File: src/rtl/net_pkg.sv
// ---------------------------------------------------------------------------
// net_pkg
// Shared definitions for the receive-side network message path.
//   NETMSG_W        : width of one inbound message word
//   *_LSB           : bit offsets of the message fields inside that word
//   net_msg_t       : packed view of the message word, MSB first
// ---------------------------------------------------------------------------
package net_pkg;

   localparam int NETMSG_W = 122;

   localparam int CPL_LSB  = 120;
   localparam int TPSO_LSB = 96;
   localparam int TASK_LSB = 80;
   localparam int PROC_LSB = 64;
   localparam int PARM_LSB = 32;
   localparam int SPSO_LSB = 0;

   typedef struct packed {
      logic [1:0]  cpl;        // [121:120]
      logic [23:0] tpso;       // [119:96]  target PSO
      logic [15:0] task_id;    // [95:80]
      logic [15:0] proc_indx;  // [79:64]
      logic [31:0] param;      // [63:32]
      logic [31:0] spso;       // [31:0]    source PSO
   } net_msg_t;

endpackage

File: src/rtl/net_rx_queue_if.sv
// ---------------------------------------------------------------------------
// net_rx_queue_if
// Bundles the inbound link handshake and the Messenger request side of the
// receive queue.
//   RXVALID/RXFORCE/RXDATA : inbound message from the network controller
//   RXREADY/RXAFULL        : queue back-pressure towards the controller
//   NETREQ/NETPARAM        : head entry presented to the Messenger
//   NETMSGRD               : single-cycle pop confirmation from the Messenger
// Modports: slave = the queue, master = the traffic source/sink around it.
// ---------------------------------------------------------------------------
interface net_rx_queue_if;
   import net_pkg::*;

   logic     RXVALID;
   logic     RXFORCE;
   net_msg_t RXDATA;
   logic     RXREADY;
   logic     RXAFULL;
   logic     NETREQ;
   net_msg_t NETPARAM;
   logic     NETMSGRD;

   modport slave (
      input  RXVALID, RXFORCE, RXDATA, NETMSGRD,
      output RXREADY, RXAFULL, NETREQ, NETPARAM
   );

   modport master (
      output RXVALID, RXFORCE, RXDATA, NETMSGRD,
      input  RXREADY, RXAFULL, NETREQ, NETPARAM
   );

endinterface

File: src/rtl/net_fifo_mem.sv
// ---------------------------------------------------------------------------
// net_fifo_mem
// DEPTH x net_msg_t register array with one synchronous write port and one
// asynchronous read port.
//   CLK     : clock
//   we_i    : write enable
//   waddr_i : write index
//   wdata_i : write data
//   raddr_i : read index
//   rdata_o : contents at raddr_i (combinational)
// ---------------------------------------------------------------------------
module net_fifo_mem
   import net_pkg::*;
#(
   parameter  int DEPTH = 8,
   localparam int AW    = $clog2(DEPTH)
) (
   input  logic          CLK,
   input  logic          we_i,
   input  logic [AW-1:0] waddr_i,
   input  net_msg_t      wdata_i,
   input  logic [AW-1:0] raddr_i,
   output net_msg_t      rdata_o
);

   net_msg_t mem_q [DEPTH];

   // NOTE: storage has no reset; empty/full come from the pointers, so stale
   // contents are never observed and the array stays plain flops/RAM.
   always_ff @(posedge CLK) begin
      if (we_i) begin
         mem_q[waddr_i] <= wdata_i;
      end
   end

   assign rdata_o = mem_q[raddr_i];

endmodule

File: src/rtl/net_rx_queue.sv
// ---------------------------------------------------------------------------
// net_rx_queue
// Show-ahead receive FIFO between the network controller inbound link and
// the Messenger network request input.
//   CLK       : clock
//   RESETn    : asynchronous active-low reset
//   bus       : inbound link + Messenger request (net_rx_queue_if.slave)
//   FLUSH     : synchronous clear of queue contents and UNDERFLOW
//   COUNT     : current occupancy, 0..DEPTH
//   DROPCNT   : saturating count of forced messages dropped while full
//   UNDERFLOW : sticky, set by a pop request while empty
// ---------------------------------------------------------------------------
module net_rx_queue
   import net_pkg::*;
#(
   parameter  int DEPTH     = 8,
   localparam int AW        = $clog2(DEPTH),
   parameter  int AFULL_LVL = DEPTH - 2
) (
   input  logic          CLK,
   input  logic          RESETn,
   net_rx_queue_if.slave bus,
   input  logic          FLUSH,
   output logic [AW:0]   COUNT,
   output logic [15:0]   DROPCNT,
   output logic          UNDERFLOW
);

   localparam logic [AW:0] PTR_ONE   = (AW+1)'(1);
   localparam logic [AW:0] AFULL_CNT = (AW+1)'(AFULL_LVL);

   // Pointers carry one extra wrap bit so full and empty are distinguishable.
   logic [AW:0] wptr_q, wptr_d;
   logic [AW:0] rptr_q, rptr_d;
   logic [AW:0] count_q, count_d;
   logic        afull_q;
   logic        netreq_q, netreq_d;
   net_msg_t    netparam_q;
   logic [15:0] dropcnt_q, dropcnt_d;
   logic        underflow_q, underflow_d;
   logic        ready_en_q;   // holds RXREADY low until the first edge after reset

   logic        full, empty;
   logic        push, pop, drop;
   net_msg_t    head;

   assign empty = (wptr_q == rptr_q);
   assign full  = (wptr_q[AW-1:0] == rptr_q[AW-1:0]) && (wptr_q[AW] != rptr_q[AW]);

   assign push = bus.RXVALID & bus.RXREADY;
   assign pop  = bus.NETMSGRD & ~empty;
   // Full is judged on pre-edge state, so a forced message is dropped even
   // when a pop frees a slot on the same edge.
   assign drop = bus.RXVALID & bus.RXFORCE & full;

   net_fifo_mem #(.DEPTH(DEPTH)) u_mem (
      .CLK     (CLK),
      .we_i    (push & ~FLUSH),
      .waddr_i (wptr_q[AW-1:0]),
      .wdata_i (bus.RXDATA),
      .raddr_i (rptr_q[AW-1:0]),
      .rdata_o (head)
   );

   // NOTE: every always_comb output gets a default first so no path can
   // leave it unassigned and infer a latch.
   always_comb begin
      wptr_d      = wptr_q;
      rptr_d      = rptr_q;
      dropcnt_d   = dropcnt_q;
      underflow_d = underflow_q;

      if (FLUSH) begin
         wptr_d      = '0;
         rptr_d      = '0;
         underflow_d = 1'b0;
      end else begin
         if (push)                    wptr_d      = wptr_q + PTR_ONE;
         if (pop)                     rptr_d      = rptr_q + PTR_ONE;
         if (bus.NETMSGRD && empty)   underflow_d = 1'b1;
      end

      if (drop && (dropcnt_q != 16'hFFFF)) begin
         dropcnt_d = dropcnt_q + 16'd1;
      end

      count_d  = wptr_d - rptr_d;
      // A pop forces a one-cycle gap so the Messenger, which samples NETREQ
      // as a level, cannot dispatch the consumed entry a second time.
      netreq_d = ~empty & ~pop & ~FLUSH;
   end

   // NOTE: sequential state uses non-blocking assignments so every register
   // samples the pre-edge values regardless of statement order.
   always_ff @(posedge CLK or negedge RESETn) begin
      if (!RESETn) begin
         wptr_q      <= '0;
         rptr_q      <= '0;
         count_q     <= '0;
         afull_q     <= 1'b0;
         netreq_q    <= 1'b0;
         netparam_q  <= '0;
         dropcnt_q   <= '0;
         underflow_q <= 1'b0;
         ready_en_q  <= 1'b0;
      end else begin
         ready_en_q  <= 1'b1;
         wptr_q      <= wptr_d;
         rptr_q      <= rptr_d;
         count_q     <= count_d;
         afull_q     <= (count_d >= AFULL_CNT);
         netreq_q    <= netreq_d;
         dropcnt_q   <= dropcnt_d;
         underflow_q <= underflow_d;
         // Tracking the head every non-empty cycle covers both a new head
         // after a pop and the empty-to-non-empty transition.
         if (!empty && !FLUSH) begin
            netparam_q <= head;
         end
      end
   end

   assign bus.RXREADY  = ready_en_q & ~full;
   assign bus.RXAFULL  = afull_q;
   assign bus.NETREQ   = netreq_q;
   assign bus.NETPARAM = netparam_q;
   assign COUNT        = count_q;
   assign DROPCNT      = dropcnt_q;
   assign UNDERFLOW    = underflow_q;

endmodule

File: src/flat_wrapper.sv
// flat-port wrapper written by rule: the top's interface ports become plain ports
module net_rx_queue_flat import net_pkg::*;
#(
   parameter  int DEPTH     = 8,
   localparam int AW        = $clog2(DEPTH),
   parameter  int AFULL_LVL = DEPTH - 2
)
  (CLK, RESETn, FLUSH, COUNT, DROPCNT, UNDERFLOW, bus_RXVALID, bus_RXFORCE, bus_RXDATA, bus_NETMSGRD, bus_RXREADY, bus_RXAFULL, bus_NETREQ, bus_NETPARAM);
  net_rx_queue_if bus_i ();
  input  logic CLK;
  input  logic RESETn;
  input  logic FLUSH;
  output logic [AW:0] COUNT;
  output logic [15:0] DROPCNT;
  output logic UNDERFLOW;
  input wire logic [$bits(bus_i.RXVALID)-1:0] bus_RXVALID;
  input wire logic [$bits(bus_i.RXFORCE)-1:0] bus_RXFORCE;
  input wire logic [$bits(bus_i.RXDATA)-1:0] bus_RXDATA;
  input wire logic [$bits(bus_i.NETMSGRD)-1:0] bus_NETMSGRD;
  output wire logic [$bits(bus_i.RXREADY)-1:0] bus_RXREADY;
  output wire logic [$bits(bus_i.RXAFULL)-1:0] bus_RXAFULL;
  output wire logic [$bits(bus_i.NETREQ)-1:0] bus_NETREQ;
  output wire logic [$bits(bus_i.NETPARAM)-1:0] bus_NETPARAM;
  assign bus_i.RXVALID = bus_RXVALID;
  assign bus_i.RXFORCE = bus_RXFORCE;
  assign bus_i.RXDATA = bus_RXDATA;
  assign bus_i.NETMSGRD = bus_NETMSGRD;
  assign bus_RXREADY = bus_i.RXREADY;
  assign bus_RXAFULL = bus_i.RXAFULL;
  assign bus_NETREQ = bus_i.NETREQ;
  assign bus_NETPARAM = bus_i.NETPARAM;
  net_rx_queue #(.DEPTH(DEPTH), .AFULL_LVL(AFULL_LVL)) u_core (.CLK(CLK), .RESETn(RESETn), .bus(bus_i), .FLUSH(FLUSH), .COUNT(COUNT), .DROPCNT(DROPCNT), .UNDERFLOW(UNDERFLOW));
endmodule
File: config.mk
export PLATFORM = sky130hd
export DESIGN_NAME = net_rx_queue_flat
export DESIGN_NICKNAME = d
export VERILOG_FILES = /design/src/rtl/net_pkg.sv /design/src/rtl/net_rx_queue_if.sv /design/src/rtl/net_fifo_mem.sv /design/src/rtl/net_rx_queue.sv /design/src/flat_wrapper.sv
export SDC_FILE = /design/constraint.sdc
export NUM_CORES = 1
export LEC_CHECK = 0
export ABC_AREA = 0
export BUFFER_PORTS_ARGS = -buffer_cell sky130_fd_sc_hd__buf_4
export CAP_MARGIN = 0
export CORE_MARGIN = 8
export CORE_UTILIZATION = 40
export CTS_BUF_LIST = sky130_fd_sc_hd__clkbuf_16
export DETAILED_ROUTE_END_ITERATION = 6
export MAX_ROUTING_LAYER = met4
export PLACE_DENSITY = 0.55
export SLEW_MARGIN = 15
export SYNTH_ARGS = -nofsm -noshare
export SYNTH_HDL_FRONTEND = slang
export SYNTH_SLANG_ARGS = --single-unit
File: constraint.sdc
create_clock -name CLK -period 11.38 [get_ports CLK]
set_input_delay 1.707 -clock CLK [delete_from_list [all_inputs] [get_ports CLK]]
set_output_delay 1.707 -clock CLK [all_outputs]
set_load 0.02 [all_outputs]
Word-level counts from Yosys, hierarchy flattened
Memory sizes are Yosys's and may differ from the RTL's. A register that Yosys moved wholly into a read port is not among the register bits.
Cells that the tools add are included.
- input port bits: 128
- memories: 1
- RAM bits: 976
- bits in registers: 32
- word-level logic and storage cells: 46
- memories (memory ; words ; width ; read ports ; clocked after memory_dff ; write ports ; line ; source):
    u_core.u_mem.mem_q ; 8 ; 122 ; 1 ; 1 ; 1 ; net_fifo_mem.sv:26 ; net_msg_t mem_q [DEPTH];
- multiplexer cells: 8
- $add $sub $neg: 4
- bitwise operators: 12
- order comparisons: 1
- reduce and logical (&&, ||, !) cells: 8
- equality and inequality tests: 4
- operator list (cell ; number):
    $add A16 B1 Y16 const B ; 1
    $mux W4 ; 4
    $ne A16 B16 Y1 const B ; 1
    $add A4 B1 Y4 const B ; 2
    $and A1 B1 Y1 ; 8
    $eq A4 B4 Y1 ; 1
    $ge A4 B3 Y1 const B ; 1
    $logic_and A1 B1 Y1 ; 4
    $mux W1 ; 4
    $not A1 Y1 ; 4
    $sub A4 B4 Y4 ; 1
    $eq A3 B3 Y1 ; 1
    $logic_not A1 Y1 ; 3
    $reduce_bool A2 Y1 ; 1
    $ne A1 B1 Y1 ; 1

Longest topological paths before layout
- depth after elaboration: 9
- mapped depth: 13

Hierarchy
Synthesis repeated with hierarchy kept, for this count alone.
- cell total of the unflattened synthesis: 1837
- area, all modules: 43161.4 um^2
- modules (own cells, without submodules) (module ; times used ; seq. area each (um^2) ; area an instance (um^2) ; cells each):
    net_fifo_mem ; 1 ; 29308.1 ; 36944.2 ; 1423
    net_rx_queue ; 1 ; 3853.7 ; 6217.2 ; 414

Worst setup path after synthesis
Ideal clock, no wire load.
- kind: input to register
- start: input FLUSH
- end: memory u_core.u_mem.mem_q[4][0] (netlist bit), enable pin
- arrival time: 10.552 ns
- cell stages on the path: 3
- slack: 0.076 ns
- buffers on the path: 1
- setup time: 0.752 ns
- cells stage by stage: clkbuf_1 > or3b_1 > nor3_1
- cells in the longest elaborated chain, start to end: 4
- ends and longest elaborated chain (element ; line ; source):
    from (decl) ; flat_wrapper.sv:12 ; input logic FLUSH;
    $not A1 Y1 ; net_rx_queue.sv:58 ; .we_i (push & ~FLUSH),
    $and A1 B1 Y1 ; net_rx_queue.sv:58 ;
    $mux W1 ; net_fifo_mem.sv:31 ; if (we_i) begin
    $mux W1 (not written as such) ; net_fifo_mem.sv:32 ; mem_q[waddr_i] <= wdata_i;
    to (decl) ; net_fifo_mem.sv:26 ;
No other way between the ends.

Worst setup path after layout
- start: register u_core.rptr_q[1]
- end: memory u_core.u_mem.mem_q[6][99] (netlist bit), enable pin
- cells in the longest elaborated chain, start to end: 8
- ends and longest elaborated chain (element ; line ; source):
    from (decl) ; net_rx_queue.sv:34 ; logic [AW:0] rptr_q, rptr_d;
    from (signal assigned) ; net_rx_queue.sv:109 ; rptr_q <= rptr_d;
    $eq A3 B3 Y1 ; net_rx_queue.sv:48 ; assign full = (wptr_q[AW-1:0] == rptr_q[AW-1:0]) && (wptr_q[AW] != rptr_q[AW]);
    $logic_and A1 B1 Y1 ; net_rx_queue.sv:48 ;
    $not A1 Y1 ; net_rx_queue.sv:123 ; assign bus.RXREADY = ready_en_q & ~full;
    $and A1 B1 Y1 ; net_rx_queue.sv:123 ;
    $and A1 B1 Y1 ; net_rx_queue.sv:50 ; assign push = bus.RXVALID & bus.RXREADY;
    $and A1 B1 Y1 ; net_rx_queue.sv:58 ;
    $mux W1 ; net_fifo_mem.sv:31 ;
    $mux W1 (not written as such) ; net_fifo_mem.sv:32 ;
No other way between the ends.

==> metrics.cfg <==
[outcome]
status = finished clean

[global_routing]
grt_max_degree = 123
antenna_found_initial = 17
grt_use_total_pct = 16.2
grt_pass1_vias = 21100
grt_pass1_wl_um = 138000
grt.overflow.total = 0

[worst_setup_path]
critPathBufInv = 2
required_ns = 11.67
arrival_ns = 5.52
path_class = reg2reg
max_stage_delay_ns = 1.00
worst_r2r_endpoint = u_core.u_mem.mem_q[6][99]
cp-end-kind = flip-flop
worstPathMaxFanout = 57
crit_top_cell = buf_4
cp_top_family = simple AND/OR/NAND/NOR gates
path_cells = xnor2_2 -> nand4_4 -> nand3_1 -> or3b_1 -> nor2_4 -> buf_4 -> buf_4
critPathLaunchType = flip-flop
worst-r2r-cell-count = 7
crit_slowest_cell = dfrtp_4
r2r_slack_ns = 6.15
r2r-start = u_core.rptr_q[1]

[clock_network]
cts_tree = yes
cts_hold_buf = 0
clk_latency_ns = 0.70
cts.clk_slew.worst_paths_ns = 0.06
htreeDepth = 3
ctsResizeCount = 0
cts_setup_buffers = 0
clockRootBuffer = clkbuf_16
cts_num_sinks = 1130
cts_buffers = 115
ctsLongestPathBuffers = 3

[drt]
drc = 0
viasPerCell = 5.16
wl_per_cell_um = 24.5
drt_pass1_iterations = 5
wl_um = 93000
drt_iter0_drc = 1230
route.antenna.remaining_nets = 0
vias = 19600

[min_path]
hp-class = reg2reg
hold_start = u_core.UNDERFLOW
holdPathEnd = u_core.UNDERFLOW
hold_depth = 2

[yosys]
synthXorXnorAreaFrac_pct = 0.620
yosysTopAreaCell = edfxtp_1
post_synth_inst_count = 1969
syn_area_per_cell_um2 = 21.6
synth_compound_area_share_pct = 1.95
synthTopCellsByArea = edfxtp_1 69%, mux4_2 13%, dfrtp_1 9.0%
synth_common_cells = 976 x edfxtp_1, 244 x mux4_2, 154 x dfrtp_1, 138 x nor2_1, 126 x mux2i_1
synth_seq_cells = 1130
yosysUniqueCellTypes = 46
yosys.area_share.simple_pct = 2.10
synth_edf_count = 976
ys_seq_area_share_pct = 77.8
synthMuxAreaShare_pct = 15.9
post-synth-top-count-cell = edfxtp_1
synth_top_family_by_area = multiplexers
synth_nets = 2104
yosysTopAreaCellShare_pct = 68.8
ys_async_sr_fraction_pct = 13.6
ys_warn_count = 0
synthAdderAreaFrac_pct = 0.223
synthesis.area_um2 = 42600
ys.flop_type = edfxtp_1

[cells_and_area]
design_area_um2 = 49800
final_nets = 2417
instances_no_fill = 3791
drive_above_1_share_pct = 31.7
area.growth.synth_to_final_pct = 17.0

[timing]
hold_viol = 0
setup_tns_ns = 0
fin_crit_sh_pct = 46.0
max_freq_ghz = 0.191
report.final.setup_viol = 0
finClkSkew_ns = 0.0396
max-slew-margin-rel_pct = 24.0
tightest_slew_ns = 1.14
rsz0062_at_grt = false
maxSlewViolCount = 0
fin_crit_ns = 5.23

[run]
drv_cap = 0

[floorplanning]
die-area_um2 = 117000
die_w_um = 342
core_area_um2 = 105000
ios = 274
initial_core_util_pct = 40.4
rows = 119
fp.dieH_um = 342

[power]
ir_drop_uv = 131
power.density_nw_per_um2 = 201
leakage_uw = 0.0162

[placement]
place_area_um2 = 46200
dp_cells = 3555
gp_congestion = 0.752
dp_hpwl_um = 50700
portBuffers = 273

[where the power goes]
| group | switching (uW) | total [uW] | internal (uW) |
|---|---|---|---|
| Combinational | 860 | 1560 | 695 |
| Clock | 1520 | 3550 | 2030 |
| Sequential | 177 | 4920 | 4750 |
[cells in the final DEF (no fill, tap or decap), types with 4 or more instances in the layout]
master and instances:
nand2_1 7, or2_2 4, and3_1 4, nor2_4 6
diode_2 16, xnor2_1 15, nand4_1 9, clkinv_1 26
a21oi_2 38, edfxtp_1 976, nor2_1 132, xor2_1 7
clkinv_2 19, clkbuf_16 118, nor3_1 4, mux4_2 244
bufinv_16 7, inv_1 42, dfrtp_1 151, buf_12 8
mux2i_1 126, a21oi_1 86, buf_4 286, ha_1 6
nand3_1 14, inv_6 4
[metrics by stage]
| step | power, uW | hold slack (ns) | util [%] | worst slack, ns |
|---|---|---|---|---|
| after detailed placement | 6610 | 0.501 | 43.8 | 5.73 |
| after CTS | 10200 | 0.516 | 47.2 | 5.93 |
| final | 10000 | 0.504 | 47.3 | 6.15 |
| after floorplan | 5940 | 0.593 | - | 0.0760 |
| after global routing | 10500 | 0.531 | 47.3 | 5.81 |
| after global placement | 6590 | 0.482 | 43.8 | 5.77 |
[cell families (layout without fill, tap and decap cells)]
logic type / count (synthesis) / count (layout)
compound gates: 130 / 130
xor+xnor: 25 / 25
fa+ha+maj: 7 / 7
buf+inv: 104 / 519
flops: 1130 / 1130
mux: 372 / 372
other cells: 1 / 17
simple gates: 200 / 200
[registers in the layout (all words and copies together), names as in the netlist]
signal,flops
u_core.wptr_q,4
u_core.rptr_q,4
u_core.bus.RXAFULL,1
u_core.DROPCNT,16
u_core.bus.NETPARAM,122
u_core.UNDERFLOW,1
u_core.ready_en_q,1
u_core.bus.NETREQ,1
u_core.COUNT,4
u_core.u_mem.mem_q,976
[worst register-to-register path, cell delays in order, from the launching register on]
cell and delay [ns]:
dfrtp_4 1.00, xnor2_2 0.27, nand4_4 0.20, nand3_1 0.20
or3b_1 0.56, nor2_4 0.83, buf_4 0.81, buf_4 0.89
[area by class of cell]
class	count	area, um^2
Fill cell	8730	55600
Sequential cell	1130	33200
Tap cell	1391	1740
Clock inverter	101	657
Timing Repair Buffer	296	2350
Antenna cell	16	40.0
Clock buffer	118	2950
Inverter	4	15.0
Multi-Input combinational cell	735	8920
[how the worst max path moves through the flow]
stage	start	endpoint	slack, ns	cells after the start
after detailed placement	bus_RXVALID	u_core.u_mem.mem_q[6][102]	5.73	6
after floorplan	FLUSH	u_core.u_mem.mem_q[4][0]	0.08	3
final	u_core.rptr_q[1]	u_core.u_mem.mem_q[6][99]	6.15	7
after global placement	bus_RXVALID	u_core.u_mem.mem_q[6][102]	5.77	6
after global routing	u_core.rptr_q[1]	u_core.u_mem.mem_q[6][99]	5.81	7
after CTS	u_core.rptr_q[1]	u_core.u_mem.mem_q[6][77]	5.93	7
[layer usage]
metal	global-route usage, %	vias to the layer above	part of all wire (%)	routed length [um]
met5	-	-	0	0
met4	3.72	0	1.5	1440
met3	3.82	109	5.8	5400
met2	25.8	417	48	44900
met1	21.4	10400	44	41200
li1	-	8675	-	-
(Power assumes the default switching activity.)
